### src/rtl/apu_pkg.sv
// Shared APU constants and small types: length-counter load table, pulse duty
// patterns and the narrow field types used by the pulse and noise channels.
package apu_pkg;

  typedef logic [1:0] duty_t;
  typedef logic [3:0] vol_t;

  localparam vol_t DECAY_MAX = 4'hF;

  // Indexed by write_data[7:3] on a length write.
  localparam logic [7:0] LENGTH_TABLE [32] = '{
    8'd10,  8'd254, 8'd20,  8'd2,   8'd40,  8'd4,   8'd80,  8'd6,
    8'd160, 8'd8,   8'd60,  8'd10,  8'd14,  8'd12,  8'd26,  8'd14,
    8'd12,  8'd16,  8'd24,  8'd18,  8'd48,  8'd20,  8'd96,  8'd22,
    8'd192, 8'd24,  8'd72,  8'd26,  8'd16,  8'd28,  8'd32,  8'd30
  };

  // Bit n of each entry is the output level at sequencer position n.
  localparam logic [7:0] DUTY_TABLE [4] = '{
    8'b0000_0010,
    8'b0000_0110,
    8'b0001_1110,
    8'b1111_1001
  };

  function automatic logic duty_bit(input duty_t duty, input logic [2:0] pos);
    logic [7:0] pattern;
    pattern  = DUTY_TABLE[duty];
    duty_bit = pattern[pos];
  endfunction

endpackage

### src/rtl/envelope_unit.sv
// Envelope generator: divider clocked by quarter-frame ticks, 4-bit decay level
// with optional looping. Used by the pulse channels and the noise channel.
module envelope_unit
  import apu_pkg::*;
(
  input  logic clk,
  input  logic reset,
  input  logic cpu_en,
  input  logic quarter_frame,
  input  logic restart,
  input  logic loop,
  input  vol_t period,
  output vol_t decay
);

  logic start_flag;
  vol_t divider;

  always_ff @(posedge clk) begin
    if (reset) begin
      start_flag <= 1'b0;
      divider    <= '0;
      decay      <= '0;
    end else if (cpu_en) begin
      if (quarter_frame) begin
        if (start_flag) begin
          decay   <= DECAY_MAX;
          divider <= period;
        end else if (divider == 4'd0) begin
          divider <= period;
          if (decay != 4'd0)
            decay <= decay - 4'd1;
          else if (loop)
            decay <= DECAY_MAX;
        end else begin
          divider <= divider - 4'd1;
        end
      end
      // A restart landing on a tick is seen by the following tick, not this one.
      if (restart)
        start_flag <= 1'b1;
      else if (quarter_frame)
        start_flag <= 1'b0;
    end
  end

endmodule

### src/rtl/pulse_output_stage.sv
// Pulse channel back end: duty sequencer, envelope and length counter producing
// the registered 4-bit channel sample and the length status bit.
module pulse_output_stage
  import apu_pkg::*;
#(
  parameter int CH2 = 0
) (
  input  logic       clk,
  input  logic       reset,
  input  logic       cpu_en,
  input  logic       quarter_frame,
  input  logic       half_frame,
  input  logic       next_step,
  input  logic       mute,
  input  logic       write_ctrl,
  input  logic       write_len,
  input  logic [7:0] write_data,
  input  logic       channel_enable,
  output logic [3:0] sample,
  output logic       length_active
);

  if (CH2 != 0 && CH2 != 1) begin : g_bad_channel
    $error("pulse_output_stage: CH2 must be 0 or 1");
  end

  duty_t      duty;
  logic       halt;
  logic       const_vol;
  vol_t       vol;
  logic [2:0] seq_pos;
  logic [7:0] length;
  vol_t       decay;
  logic       length_nz;
  logic       sounding;
  vol_t       level;

  always_ff @(posedge clk) begin
    if (reset) begin
      duty      <= '0;
      halt      <= 1'b0;
      const_vol <= 1'b0;
      vol       <= '0;
    end else if (cpu_en && write_ctrl) begin
      duty      <= write_data[7:6];
      halt      <= write_data[5];
      const_vol <= write_data[4];
      vol       <= write_data[3:0];
    end
  end

  always_ff @(posedge clk) begin
    if (reset)
      seq_pos <= '0;
    else if (cpu_en) begin
      if (write_len)
        seq_pos <= '0;
      else if (next_step)
        seq_pos <= seq_pos + 3'd1;
    end
  end

  // Disable clears the counter every enabled cycle and blocks reloads.
  always_ff @(posedge clk) begin
    if (reset)
      length <= '0;
    else if (cpu_en) begin
      if (!channel_enable)
        length <= '0;
      else if (write_len)
        length <= LENGTH_TABLE[write_data[7:3]];
      else if (half_frame && length_nz && !halt)
        length <= length - 8'd1;
    end
  end

  envelope_unit u_envelope (
    .clk          (clk),
    .reset        (reset),
    .cpu_en       (cpu_en),
    .quarter_frame(quarter_frame),
    .restart      (write_len),
    .loop         (halt),
    .period       (vol),
    .decay        (decay)
  );

  assign length_nz     = (length != 8'd0);
  assign length_active = length_nz;
  assign sounding      = duty_bit(duty, seq_pos) & length_nz & ~mute;
  assign level         = const_vol ? vol : decay;

  // Sample tracks every clock so mute reaches the mixer without waiting on cpu_en.
  always_ff @(posedge clk) begin
    if (reset)
      sample <= '0;
    else
      sample <= sounding ? level : 4'd0;
  end

endmodule

### config.mk
export PLATFORM = sky130hd
export DESIGN_NAME = pulse_output_stage
export DESIGN_NICKNAME = d
export VERILOG_FILES = /design/src/rtl/apu_pkg.sv /design/src/rtl/envelope_unit.sv /design/src/rtl/pulse_output_stage.sv
export SDC_FILE = /design/constraint.sdc
export NUM_CORES = 1
export LEC_CHECK = 0
export CELL_PAD_IN_SITES_DETAIL_PLACEMENT = 1
export CELL_PAD_IN_SITES_GLOBAL_PLACEMENT = 2
export CORE_MARGIN = 10
export CORE_UTILIZATION = 30
export DETAILED_ROUTE_END_ITERATION = 7
export HOLD_SLACK_MARGIN = 0.15
export PLACE_DENSITY = 0.74
export SLEW_MARGIN = 20
export SYNTH_ARGS = -nofsm -noshare
export SYNTH_HDL_FRONTEND = slang
export SYNTH_HIERARCHICAL = 1
export SYNTH_SLANG_ARGS = --single-unit
### constraint.sdc
create_clock -name clk -period 1.5 [get_ports clk]
set_input_delay 0.225 -clock clk [delete_from_list [all_inputs] [get_ports clk]]
set_output_delay 0.225 -clock clk [all_outputs]
set_load 0.05 [all_outputs]
# == Yosys cells after proc, flatten, opt, wreduce, memory -nomap -nowiden ==
# Memory sizes are Yosys's and may differ from the RTL's.
# Index checks and enable logic that the tools add are counted.
# W data, S select, Z words.
# totals
regBits,32
rom_bits,256
input_bits,18
memories,1
# op_classes
add_sub_neg,4
magnitude_cmp,3
n_eq_ne,1
muxes,21
bitwise,6
reduce_logical,17
# memory_table
name,words,width,read_ports,rd_clocked_by_memory_dff,wr,line,text
(no name shown),32,8,1,0,0,pulse_output_stage.sv:71,length <= LENGTH_TABLE[write_data[7:3]];
# op_table
cell,n
$mux W8,7
$mux W4,7
$bmux W8 S2,1
$reduce_and A2 Y1,4
$reduce_bool A8 Y1,1
$sub A4 B1 Y4 const B,2
$sub A8 B1 Y8 const B,1
$ge A6 B6 Y1 const B,1
$mux W3,2
$not A5 Y6,1
$reduce_bool A2 Y1,3
$logic_not A4 Y1,1
$lt A3 B4 Y1 const B,1
$reduce_and A4 Y1,1
$reduce_bool A4 Y1,1
$add A3 B1 Y3 const B,1
$bmux W1 S3,1
$ge A3 B3 Y1 const B,1
$logic_and A1 B1 Y1,3
$mux W1,3
$ne A3 B2 Y1 const B,1
$not A2 Y3,1
$reduce_bool A3 Y1,1
$and A1 B1 Y1,2
other kinds (3),4

# == Longest topological paths before layout ==
# Gate-level depths: netlist of the first run.
# depth
depth_word,10
mapped_depth,7
mapped_depth_nobuf,7

# == Cells and area by module ==
# Netlist of the first run, hierarchy kept.
# by_module_without_submodules
mod,instances,cells_each,area_each_um2,seq_area_each_um2
pulse_output_stage,1,193,1547.7,460.4
envelope_unit,1,65,556.8,180.2

# == Worst setup path after synthesis of the first run ==
# No wires, ideal clock.
# synth_timing
path_kind,register to register
start,register length[2]
end,register sample[0]
setup_ns,0.121
t_arrival_ns,1.794
required_time_ns,1.379
slack_ns,-0.415
stages_incl_launch_ff,6
n_path_buf,0
synth_period_minus_slack_ns,1.915
cell_sequence,dfxtp_1 -> nor3_1 -> nor3b_1 -> nand3_1 -> nand3_1 -> nor2_1
# synth_between
elab_chain_len,5
# synth_rtl
element,line,text
"start, declared",pulse_output_stage.sv:32,logic [7:0] length;
"start signal, assigned",pulse_output_stage.sv:71,
"start signal, assigned",pulse_output_stage.sv:73,length <= length - 8'd1;
$reduce_bool A8 Y1,pulse_output_stage.sv:88,assign length_nz = (length != 8'd0);
net length_active,pulse_output_stage.sv:20,output logic length_active
$and A1 B1 Y1 (2 in a row),pulse_output_stage.sv:90,"assign sounding = duty_bit(duty, seq_pos) & length_nz & ~mute;"
$not A1 Y1 (no line),n/a,
$reduce_or A2 Y1 (no line),n/a,
"end signal, assigned",pulse_output_stage.sv:98,sample <= sounding ? level : 4'd0;
"end, declared",pulse_output_stage.sv:19,"output logic [3:0] sample,"
# The timed path passes the listed nets, and every way through them passes these cells.
# A chain may end at the register's enable or synchronous reset.

# == Worst setup path in the final report of the first run ==
# layout_timing
start,register length[3]
end,output length_active
# layout_between
elab_chain_len,1
# layout_rtl
element,line
$reduce_bool A8 Y1,pulse_output_stage.sv:88
"end, declared",pulse_output_stage.sv:20
# Every way passes these cells.

==> results.tsv, run 1 <==
metric	value	unit
routed_via_density	5.18	
grt_setup_unrepaired	true	
fin_util	48.0	%
drt-initial-drc-count	117	
cts_tree	done	
grt_pass1_wl	11.8	mm
vdd_drop_max	329	uV
finClkSkew	8.01	ps
route.vias.total	2259	
core	6790	sq um
cp.arrival	1450	ps
hold_slack	477	ps
first_global_vias	2420	
h-tree-depth	2	
antenna_found_initial	0	
start_util	31.0	%
power_density	811	nW/um^2
area_growth	54.9	%
finalNetCount	370	
finalSetupViolations	17	
netlist-cell-type-count	59	
synth_area_per_cell	8.16	sq um
finalCritPeriodShare	112	%
crit_required	1270	ps
synth.area.top_cells	dfxtp_1 (30%), ha_1 (7.7%), a21oi_1 (5.2%)	
fp.dieH	104	microns
drt_wl_total	7.17	mm
path_clk_slew	70	ps
slew_violations	0	
finalHoldViolations	0	
async_reset_ff_share	0	%
grt_usage	12.9	%
grt_overflow	0	
startpoint_type	register	
synthCells	258	
fin_area	3260	sq um
tightest_slew	412	ps
period_needed	1670	ps
cts_buffer_depth	2	
diodes	0	
routedWlPerCell	16.4	microns
cts_buffers	5	
ys_seq_area_share	30.4	%
root_buffer	clkbuf_8	
violations	negative setup slack	
place_hpwl	5.44	mm
syn_area	2100	sq um
drc_errors	0	
criticalPathCategory	register to primary output	
synth-edff-count	0	
fmax	0.597	GHz
synth_warnings	6	
p_leak	1.27	nW
gp_congestion	0.780	
placed_area	2870	sq um
maxSlewHeadroom	71.8	%
fin_ws	-174	ps
status	finished, violations left	
final_layout_size_suffix_gt1_share	42.1	%
drt_pass1_iterations	4	
clk_latency	300	ps
cts_hold_buffers	0	
num_rows	30	
synth-seq-cells	32	
holdCritPathClass	input port to register	
clock-sinks	32	
synthFlopType	dfxtp_1	
grt_max_degree	17	
die-area	10800	sq um
end_kind	primary output	
cap_viol_max_count	0	
cp_max_fo	2	
synth_fp_nets	289	
die_x	104	microns
synth_area_leader_cell	dfxtp_1	
port_buffers	22	
ant_nets	0	
ios	23	
p_total	0.00265	W
synth_top_area_share	30.4	%
-- registers in the layout, indices dropped and copies added (netlist names) --
signal and count:
u_envelope/start_flag 1, length 8, vol 4, duty 2, u_envelope/decay 4, sample 4
seq_pos 3, u_envelope/divider 4, const_vol 1, halt 1
-- layout make-up --
| cell class | instances | area, sq um |
|---|---|---|
| inverters | 15 | 56.3 |
| flip-flops and latches | 32 | 662 |
| clock inverters | 2 | 35.0 |
| fillers | 793 | 3530 |
| repair buffers | 87 | 722 |
| well taps | 96 | 120 |
| multi-input cells | 198 | 1590 |
| clock buffers | 6 | 72.6 |
-- routing by layer --
metal | vias up | share of wire (%) | global-route usage [%]
li1 | 1110 | - | -
met1 | 1113 | 47 | 15.9
met2 | 27 | 49 | 22.0
met3 | 9 | 2.0 | 2.91
met4 | 0 | 1.2 | 3.38
met5 | - | 0 | 0
-- power breakdown --
group          switching, W  internal (W)
sequential        0.0000439      0.000889
combinational      0.000416      0.000437
clock              0.000366      0.000493
-- repair_timing --
item                                   in CTS  in global routing
buffers inserted                            9                  2
pin swaps                                  14                  9
setup endpoints to repair                  19                 20
endpoints found under the hold margin       0                  0
resized for setup                          36                 20
-- logic make-up after synthesis --
group	Yosys count	share of synthesized area [%]
xor+xnor	1	0.416
simple gates	99	25.6
compound gates	75	24.9
mux	10	5.59
fa+ha+maj	13	7.73
buf+inv	28	5.35
flops	32	30.4
-- worst max-delay path, stage by stage, from the launching register on --
cell     delay, ps
dfxtp_2        340
buf_6          120
nor3_4         160
nor3b_2        180
buf_4          140
nand3_4         60
buf_8          150
-- through the flow --
stage / std cells / worst slack, ps / TNS [ps]
2_1_floorplan: 258 / -31.6 / -155
3_3_place_gp: 417 / -528 / -6460
3_5_place_dp: 417 / -571 / -6950
4_1_cts: 434 / -194 / -1570
5_1_grt: 436 / -260 / -2660
6_report: 436 / -174 / -1660
-- final timing paths --
check,startpoint,end,slack [ps],cells after the start
worst max-delay path,length[3],length_active,-170,6
worst min-delay path,write_data[6],duty[0],480,4
worst max register to register,length[4],length[4],-170,6
worst min register to register,halt,halt,520,2
-- placed cells by master (no fill, tap or decap), types with 6 or more instances in the layout --
cell type | synthesis | layout
buf_4 | 0 | 64
clkdlybuf4s50_1 | 0 | 14
nand2b_1 | 7 | 7
nand3_1 | 11 | 9
ha_1 | 13 | 7
nor2_1 | 19 | 14
o21ai_0 | 10 | 9
nand2_1 | 25 | 24
dfxtp_1 | 32 | 21
dfxtp_2 | 0 | 8
inv_2 | 0 | 8
nor3_1 | 7 | 6
inv_1 | 15 | 7
a21oi_1 | 22 | 19
-- synthesized netlist by cell type, types with 7 or more instances --
| cell type | instances |
|---|---|
| inv_1 | 15 |
| nand3_1 | 11 |
| dfxtp_1 | 32 |
| nand2_1 | 25 |
| o21ai_0 | 10 |
| nand2b_1 | 7 |
| nor2_1 | 19 |
| ha_1 | 13 |
| a21oi_1 | 22 |
| nor3_1 | 7 |
Power figures use the tool's default switching activity.
==> run 2, diff against run 1 <==
--- a/config.mk
+++ b/config.mk
@@ -10,6 +10,7 @@
 export CORE_MARGIN = 10
 export CORE_UTILIZATION = 30
 export DETAILED_ROUTE_END_ITERATION = 7
+export GPL_ROUTABILITY_DRIVEN = 1
 export HOLD_SLACK_MARGIN = 0.15
 export PLACE_DENSITY = 0.74
 export SLEW_MARGIN = 20
==> results of run 2 <==
Same layout as run 1: the final DEF is identical, and so are final timing and power.
==> run 3, diff against run 2 <==
--- a/config.mk
+++ b/config.mk
@@ -18,3 +18,4 @@
 export SYNTH_HDL_FRONTEND = slang
 export SYNTH_HIERARCHICAL = 1
 export SYNTH_SLANG_ARGS = --single-unit
+export TNS_END_PERCENT = 30
==> results.tsv, run 3 (synthesis results as in run 1) <==
metric	value	unit
start_util	31.0	%
place_hpwl	5.71	mm
power_density	797	nW/um^2
violations	negative setup slack	
clock-sinks	32	
multiInputGateArea	1600	sq um
status	finished, violations left	
clock_power_share	31.5	%
power_switching	0.000833	W
die-area	10800	sq um
hold_slack	486	ps
grt_max_degree	19	
area_growth	60.2	%
final_layout_size_suffix_gt1_share	42.5	%
cts_buffers	5	
die_x	104	microns
final_cell_mix	buf_4 (77), nand2_1 (24), dfxtp_1 (21), nor2_1 (19), a21oi_1 (18)	
gp_congestion	0.852	
first_global_vias	2381	
routed_via_density	5.09	
fillers	803	
layout_commonest_cell	buf_4	
antenna_found_initial	0	
crit_required	1270	ps
finalCritPeriodShare	116	%
seq_area	654	sq um
p_leak	1.32	nW
fmax	0.577	GHz
maxSlewHeadroom	64.5	%
clk_latency	290	ps
h-tree-depth	2	
ant_nets	0	
drt-initial-drc-count	77	
cts_tree	done	
port_buffers	22	
largest_register	length	
seqPwrFrac	34.8	%
routedWlPerCell	16.7	microns
end_kind	primary output	
grt_overflow	0	
fp.dieH	104	microns
finClkSkew	4.31	ps
vdd_drop_max	393	uV
cp.arrival	1510	ps
root_buffer	clkbuf_8	
period_needed	1730	ps
finalHoldViolations	0	
tightest_slew	532	ps
ios	23	
core	6790	sq um
swShare	31.0	%
criticalPathCategory	register to primary output	
cts_hold_buffers	0	
cts_buffer_depth	2	
route.vias.total	2287	
drt_wl_total	7.49	mm
diodes	0	
drt_pass1_iterations	4	
grt_setup_unrepaired	true	
cp_max_fo	2	
finalSetupViolations	17	
grt_usage	13.4	%
fin_ws	-233	ps
num_rows	30	
path_clk_slew	70	ps
slew_violations	0	
finalNetCount	383	
combPwrFrac	33.7	%
largest_register_ffs	8	
dp_slack	-555	ps
internal_power	0.00185	W
startpoint_type	register	
cap_viol_max_count	0	
drc_errors	0	
grt_pass1_wl	12.2	mm
holdCritPathClass	register to register	
[run 3: changes by cell type in the layout (fill, tap and decap cells not counted), moves of 2 or more]
cell	before	now
dfxtp_4	3	0
inv_1	7	11
nor2_1	14	19
inv_2	8	4
dfxtp_2	8	11
clkdlybuf4s50_1	14	16
nor3b_1	5	3
buf_4	64	77
nor2_2	5	0
nor3b_2	1	3
[run 3: power groups by stage]
stage               sequential, W  clock, W  combinational [W]
finish                   0.000936  0.000847           0.000905
floorplan                0.000946         0           0.000389
CTS                      0.000933  0.000870           0.000811
detailed placement       0.000949         0           0.000741
global placement         0.000947         0           0.000724
global route             0.000942  0.000909           0.000980
[run 3: layout make-up]
type	instances	share of cell area, %
Timing Repair Buffer	100	24.5
Inverter	15	1.67
Multi-Input combinational cell	198	47.5
Tap cell	96	3.56
Sequential cell	32	19.4
Clock buffer	5	2.04
Clock inverter	3	1.26
[run 3: worst paths after layout]
check	from	endpoint	slack, ps	cells after the start
hold reg to reg	vol[1]	vol[1]	490	2
setup / recovery	length[3]	length_active	-230	6
setup reg to reg	length[4]	length[4]	-160	6
hold / removal	vol[1]	vol[1]	490	2
[run 3: through the flow]
step	power (W)	TNS, ps	cells	area, sq um	utilization [%]
final	0.00269	-1720	449	3370	49.6
after global routing	0.00283	-2900	449	3370	49.6
after CTS	0.00261	-1690	444	3250	47.9
after detailed placement	0.00169	-7140	432	2980	43.8
after global placement	0.00167	-6570	432	2980	43.8
after floorplan	0.00134	-248	258	2170	-
[run 3: per-layer routing]
metal  track usage (%)  wire, microns
met3              2.17            159
met5                 0              0
met2              21.5           3490
met4              3.98            104
met1              17.9           3740
[run 3: worst max-delay path, cell delays in order, from the launching register on]
cell	delay (ps)
dfxtp_2	340
buf_6	120
nor3_4	150
nor3b_2	200
buf_4	160
nand3_4	80
buf_8	160
[run 3: what timing repair did]
item                                    in CTS  in global routing
pin swaps                                   13                  7
gates resized for setup                     31                 20
setup buffers                                4                  5
endpoints found under the setup margin      18                 24
